[src/rtl/carrier_update_ctrl_if.sv]
// Config write channel for the carrier update controller.
// Valid/ready handshake carrying channel select and new period/init.
interface carrier_update_ctrl_if #(
   parameter int NCH = 4,
   parameter int CW  = 16
) ();
   localparam int CHW = (NCH > 1) ? $clog2(NCH) : 1;

   logic           cfg_valid;
   logic           cfg_ready;
   logic [CHW-1:0] cfg_ch;
   logic [CW-1:0]  cfg_period;
   logic [CW-1:0]  cfg_init;

   modport master (
      output cfg_valid, cfg_ch, cfg_period, cfg_init,
      input  cfg_ready
   );

   modport slave (
      input  cfg_valid, cfg_ch, cfg_period, cfg_init,
      output cfg_ready
   );
endinterface

[src/rtl/carrier_update_ctrl.sv]
// Staggered start, shadowed period/init updates committed on mask events,
// and a bounded drain before stopping the carrier channels.
module carrier_update_ctrl #(
   parameter int NCH       = 4,
   parameter int CW        = 16,
   parameter int DRAIN_TMO = 1024
) (
   input  logic                clk,
   input  logic                reset,
   carrier_update_ctrl_if.slave cfg,
   input  logic                cmd_start,
   input  logic                cmd_stop,
   input  logic [NCH-1:0]      mask_event,
   output logic [NCH*CW-1:0]   period,
   output logic [NCH*CW-1:0]   init_carr,
   output logic [NCH-1:0]      pwm_on,
   output logic [NCH-1:0]      pending,
   output logic [NCH-1:0]      update_done,
   output logic [1:0]          state
);
   localparam int CHW = (NCH > 1) ? $clog2(NCH) : 1;
   localparam int DW  = (DRAIN_TMO > 1) ? $clog2(DRAIN_TMO) : 1;

   typedef enum logic [1:0] {
      S_IDLE  = 2'd0,
      S_ARM   = 2'd1,
      S_RUN   = 2'd2,
      S_DRAIN = 2'd3
   } state_t;

   state_t            state_q, state_n;
   logic [CHW-1:0]    idx_q, idx_n;
   logic [DW-1:0]     dcnt_q, dcnt_n;
   logic [NCH*CW-1:0] shp_q, shp_n;
   logic [NCH*CW-1:0] shi_q, shi_n;
   logic [NCH*CW-1:0] per_n, ini_n;
   logic [NCH-1:0]    pwm_n, pend_n, done_n;
   logic [NCH-1:0]    ch_hit, wr;
   logic              rdy, xfer, drain_exit;

   always_comb begin
      ch_hit = '0;
      for (int k = 0; k < NCH; k++)
         ch_hit[k] = (cfg.cfg_ch == CHW'(k));
   end

   // A channel with an uncommitted shadow blocks further writes to it.
   always_comb begin
      unique case (state_q)
         S_IDLE:  rdy = 1'b1;
         S_RUN:   rdy = ~|(pending & ch_hit);
         default: rdy = 1'b0;
      endcase
   end

   assign cfg.cfg_ready = rdy;
   assign xfer          = cfg.cfg_valid & rdy;
   assign wr            = ch_hit & {NCH{xfer}};
   assign state         = state_q;

   always_comb begin
      state_n    = state_q;
      idx_n      = idx_q;
      dcnt_n     = dcnt_q;
      shp_n      = shp_q;
      shi_n      = shi_q;
      per_n      = period;
      ini_n      = init_carr;
      pwm_n      = pwm_on;
      pend_n     = pending;
      done_n     = '0;
      drain_exit = 1'b0;
      unique case (state_q)
         S_IDLE: begin
            for (int k = 0; k < NCH; k++) begin
               if (wr[k]) begin
                  per_n[k*CW +: CW] = cfg.cfg_period;
                  ini_n[k*CW +: CW] = cfg.cfg_init;
               end
            end
            if (cmd_start && !cmd_stop) begin
               state_n = S_ARM;
               idx_n   = '0;
            end
         end
         S_ARM: begin
            if (cmd_stop) begin
               pwm_n   = '0;
               idx_n   = '0;
               state_n = S_IDLE;
            end else begin
               pwm_n[idx_q] = 1'b1;
               idx_n        = idx_q + CHW'(1);
               if (idx_q == CHW'(NCH-1)) begin
                  idx_n   = '0;
                  state_n = S_RUN;
               end
            end
         end
         S_RUN: begin
            for (int k = 0; k < NCH; k++) begin
               if (mask_event[k] && pending[k]) begin
                  per_n[k*CW +: CW] = shp_q[k*CW +: CW];
                  ini_n[k*CW +: CW] = shi_q[k*CW +: CW];
                  pend_n[k]         = 1'b0;
                  done_n[k]         = 1'b1;
               end else if (wr[k]) begin
                  shp_n[k*CW +: CW] = cfg.cfg_period;
                  shi_n[k*CW +: CW] = cfg.cfg_init;
                  pend_n[k]         = 1'b1;
               end
            end
            if (cmd_stop) begin
               state_n = S_DRAIN;
               dcnt_n  = '0;
            end
         end
         S_DRAIN: begin
            drain_exit = mask_event[0] ||
                         (dcnt_q == DW'(DRAIN_TMO-1));
            for (int k = 0; k < NCH; k++) begin
               if (pending[k] && (mask_event[k] || drain_exit)) begin
                  per_n[k*CW +: CW] = shp_q[k*CW +: CW];
                  ini_n[k*CW +: CW] = shi_q[k*CW +: CW];
                  pend_n[k]         = 1'b0;
                  done_n[k]         = 1'b1;
               end
            end
            dcnt_n = dcnt_q + DW'(1);
            if (drain_exit) begin
               pwm_n   = '0;
               dcnt_n  = '0;
               state_n = S_IDLE;
            end
         end
      endcase
   end

   always_ff @(posedge clk) begin
      if (reset) begin
         state_q     <= S_IDLE;
         idx_q       <= '0;
         dcnt_q      <= '0;
         shp_q       <= '0;
         shi_q       <= '0;
         period      <= '0;
         init_carr   <= '0;
         pwm_on      <= '0;
         pending     <= '0;
         update_done <= '0;
      end else begin
         state_q     <= state_n;
         idx_q       <= idx_n;
         dcnt_q      <= dcnt_n;
         shp_q       <= shp_n;
         shi_q       <= shi_n;
         period      <= per_n;
         init_carr   <= ini_n;
         pwm_on      <= pwm_n;
         pending     <= pend_n;
         update_done <= done_n;
      end
   end
endmodule

[src/flat_wrapper.sv]
// flat-port wrapper written by rule: the top's interface ports become plain ports
module carrier_update_ctrl_flat 
#(
   parameter int NCH       = 4,
   parameter int CW        = 16,
   parameter int DRAIN_TMO = 1024
)
  (clk, reset, cmd_start, cmd_stop, mask_event, period, init_carr, pwm_on, pending, update_done, state, cfg_cfg_valid, cfg_cfg_ch, cfg_cfg_period, cfg_cfg_init, cfg_cfg_ready);
  carrier_update_ctrl_if #(.NCH(NCH), .CW(CW)) cfg_i ();
  input  logic clk;
  input  logic reset;
  input  logic cmd_start;
  input  logic cmd_stop;
  input  logic [NCH-1:0] mask_event;
  output logic [NCH*CW-1:0] period;
  output logic [NCH*CW-1:0] init_carr;
  output logic [NCH-1:0] pwm_on;
  output logic [NCH-1:0] pending;
  output logic [NCH-1:0] update_done;
  output logic [1:0] state;
  input wire logic [$bits(cfg_i.cfg_valid)-1:0] cfg_cfg_valid;
  input wire logic [$bits(cfg_i.cfg_ch)-1:0] cfg_cfg_ch;
  input wire logic [$bits(cfg_i.cfg_period)-1:0] cfg_cfg_period;
  input wire logic [$bits(cfg_i.cfg_init)-1:0] cfg_cfg_init;
  output wire logic [$bits(cfg_i.cfg_ready)-1:0] cfg_cfg_ready;
  assign cfg_i.cfg_valid = cfg_cfg_valid;
  assign cfg_i.cfg_ch = cfg_cfg_ch;
  assign cfg_i.cfg_period = cfg_cfg_period;
  assign cfg_i.cfg_init = cfg_cfg_init;
  assign cfg_cfg_ready = cfg_i.cfg_ready;
  carrier_update_ctrl #(.NCH(NCH), .CW(CW), .DRAIN_TMO(DRAIN_TMO)) u_core (.clk(clk), .reset(reset), .cfg(cfg_i), .cmd_start(cmd_start), .cmd_stop(cmd_stop), .mask_event(mask_event), .period(period), .init_carr(init_carr), .pwm_on(pwm_on), .pending(pending), .update_done(update_done), .state(state));
endmodule
[config.mk]
export PLATFORM = sky130hd
export DESIGN_NAME = carrier_update_ctrl_flat
export DESIGN_NICKNAME = d
export VERILOG_FILES = /design/src/rtl/carrier_update_ctrl_if.sv /design/src/rtl/carrier_update_ctrl.sv /design/src/flat_wrapper.sv
export SDC_FILE = /design/constraint.sdc
export NUM_CORES = 1
export LEC_CHECK = 0
export CORE_AREA = 3 3 238 182
export CTS_CLUSTER_DIAMETER = 150
export CTS_CLUSTER_SIZE = 30
export DETAILED_ROUTE_END_ITERATION = 7
export DIE_AREA = 0 0 241 185
export PLACE_DENSITY = 0.49
export SLEW_MARGIN = 25
export SYNTH_ARGS = -nofsm -noshare
export SYNTH_HDL_FRONTEND = slang
export SYNTH_SLANG_ARGS = --single-unit
[constraint.sdc]
create_clock -name clk -period 2.6 [get_ports clk]
set_clock_uncertainty 0.05 [all_clocks]
set_input_delay 0.39 -clock clk [delete_from_list [all_inputs] [get_ports clk]]
set_output_delay 0.39 -clock clk [all_outputs]
set_load 0.01 [all_outputs]
==> results of run 1 <==
[synthesized netlist by cell type, types with 2 or more instances]
cell type / number / area (um^2)
a211oi_1: 34 / 255
a21oi_1: 238 / 1190
a221oi_1: 32 / 280
and3_1: 2 / 12.5
and4_1: 2 / 17.5
buf_1: 9 / 33.8
buf_2: 39 / 195
buf_4: 4 / 30.0
buf_6: 6 / 67.6
clkbuf_1: 63 / 236
dfxtp_1: 282 / 5650
ha_1: 5 / 62.6
inv_1: 38 / 143
mux2_2: 4 / 45.0
mux2_4: 60 / 901
mux4_2: 2 / 45.0
nand2_1: 272 / 1020
nand2b_1: 3 / 18.8
nand3_1: 4 / 20.0
nand3b_1: 34 / 255
nand4_1: 3 / 18.8
nand4_4: 2 / 42.5
nor2_1: 76 / 285
nor2b_1: 100 / 626
nor3_1: 42 / 210
nor3_2: 4 / 40.0
o211a_1: 3 / 30.0
o21ai_0: 8 / 40.0
o21bai_1: 2 / 15.0
o22ai_1: 4 / 25.0
o31ai_1: 32 / 240
or3_1: 4 / 25.0
xnor2_1: 3 / 26.3
xor2_1: 3 / 26.3
[registers in the layout, indices dropped and copies added (netlist names), named ones only]
name,count
u_core.init_carr,64
u_core.period,64
u_core.shi_q,64
u_core.shp_q,64
u_core.dcnt_q,10
u_core.pending,4
u_core.pwm_on,4
u_core.update_done,4
u_core.idx_q,2
u_core.state,1
[layout make-up]
type	instances	area, um^2
well taps	528	661
clock inverters	1	20.0
fillers	4160	25500
clock buffers	13	325
repair buffers	248	2540
inverters	38	143
multi-input cells	996	6030
flip-flops and latches	282	5650
[kinds of logic after synthesis]
group	count (synthesis)	synth area share (%)
fa+ha+maj	5	0.508
xor+xnor	6	0.427
simple gates	553	21.5
buf+inv	159	5.73
mux	66	8.04
flops	282	45.8
compound gates	366	18.0
[power by group through the flow]
| stage | sequential, mW | combinational (mW) | clock, mW |
|---|---|---|---|
| 2_1_floorplan | 4.59 | 0.375 | 0 |
| 3_3_place_gp | 4.57 | 0.872 | 0 |
| 3_5_place_dp | 4.57 | 0.879 | 0 |
| 4_1_cts | 4.47 | 0.882 | 2.50 |
| 5_1_grt | 4.48 | 0.939 | 2.63 |
| 6_report | 4.47 | 0.866 | 2.39 |
[critical path: cells and delay by family, from the launching register on]
family   cells  cell delay (ns)
buf+inv      2             1.05
flops        1             0.36
[layer usage]
| layer | vias up | wire length, um | GRT usage [%] |
|---|---|---|---|
| met2 | 197 | 19700 | 31.2 |
| met4 | 10 | 505 | 2.51 |
| met1 | 5034 | 17300 | 22.0 |
| li1 | 5174 | - | - |
| met3 | 40 | 1660 | 2.74 |
| met5 | - | 67 | 0 |
[per-stage QoR]
stage | setup slack (ns) | instances
6_report | 0.236 | 2106
5_1_grt | 0.132 | 2106
3_3_place_gp | 0.0419 | 2092
4_1_cts | 0.0355 | 2106
3_5_place_dp | 0.0355 | 2092
2_1_floorplan | 0.649 | 1437
[path summary, 6_finish.rpt]
check,slack [ns],end,cells after the start
setup reg to reg,0.36,u_core.init_carr[22],5
hold reg to reg,0.41,u_core.shp_q[23],2
setup / recovery,0.24,pending[1],2
hold / removal,0.27,u_core.state[0],2
==> flow_metrics.tcl, run 1 <==
set metrics [dict create \
    leakage_nw 5.41 \
    core_region_area_um2 40800 \
    grt_pass1_vias 10300 \
    postSynthAreaPerCell_um2 8.57 \
    worstPathArrival_ns 1.92 \
    ir_drop_uv 345 \
    fin_crit_ns 2.36 \
    wl_um 39200 \
    synth-async-reset-ratio_pct 0 \
    finalHoldViolCount 0 \
    synth.distinct_cells 52 \
    ant_nets 0 \
    cellInternalPower_mw 5.77 \
    ios 186 \
    power_frac_clock_pct 30.9 \
    relSlewSlack_pct 38.3 \
    drtIter0Drc 651 \
    yosysWarningCount 0 \
    critPathRequiredTime_ns 2.16 \
    final_common_cell "dfxtp_1" \
    synth_edf_count 0 \
    firstDrtPassIters 5 \
    drc_errors 0 \
    cts_root_buf "clkbuf_16" \
    die_w_um 241 \
    hold_buffers 0 \
    numCtsBuffers 13 \
    cp-start-kind "flip-flop" \
    path_class "flip-flop to output port" \
    finalWeightedCongestion 0.786 \
    layout_common_cells "dfxtp_1 (280), nand2_1 (272), a21oi_1 (238)" \
    fin_util_pct 37.6 \
    rsz0062_at_grt "false" \
    die-area_um2 44600 \
    grt_max_degree 103 \
    power_mw 7.72 \
    power_frac_comb_pct 11.2 \
    max_slew.worst_pin.slew_ns 0.921 \
    hold_path_class "input port to flip-flop" \
    grt_usage_pct 17.2 \
    start_util_pct 30.2 \
    vias 10500 \
    ys_seq_elements 282 \
    power.switching_mw 1.95 \
    placed_cell_area_um2 15000 \
    grt_overflow 0 \
    synth_area_um2 12300 \
    cp-startpoint "u_core.pending[1]" \
    max_stage_delay_ns 0.63 \
    clk_pin_slew_worst_paths_ns 0.12 \
    p_sw_share_pct 25.2 \
    post_cts_buffers 0 \
    area_delta_synth_final_pct 24.8 \
    timing.rr.start "u_core.state[0]" \
    ctsResizeCount 0 \
    final_layout_size_suffix_gt1_share_pct 10.3 \
    die_h_um 185 \
    antenna_found_initial 5 \
    status "complete, no violations" \
    synth_flop_cell "dfxtp_1" \
    crit_path_cell_trace "buf_4 -> clkdlybuf4s50_1" \
    p_per_area_nw_per_um2 502 \
    grt_pass1_wl_um 60300 \
    cp_slowest_cell "clkdlybuf4s50_1" \
    setup_tns_ns 0 \
    whs_ns 0.267 \
    syn_nets 1485 \
    fp-row-count 64 \
    seqPwrFrac_pct 57.9 \
    crit_path_max_fanout 38 \
    max_freq_ghz 0.423 \
    dp_hpwl_um 26800 \
    setup_viol 0 \
    cts_buffer_depth 3 \
    synth_seq_area_share_pct 45.8 \
    cts_tree "built" \
    slew_violations 0 \
    cts_max_level 1 \
    clkSinkCount 282 \
    synthCells 1437 \
    insertion_delay_ns 0.50 \
    io_buffers 185 \
    insertedDiodeCount 0 \
    design_area_um2 15400 \
    wl_per_cell_um 18.6 \
    fin_crit_sh_pct 90.9 \
    final_nets 1627 \
    end_kind "output port" \
    min_from "reset" \
    maxCapViolations 0 \
    viasPerCell 4.96 \
]
Power figures use the tool's default switching activity.
==> run 2, diff against run 1 <==
Settings changed: TNS_END_PERCENT set to 1.
==> results of run 2 <==
Final layout, timing and power as in run 1 (identical DEF).
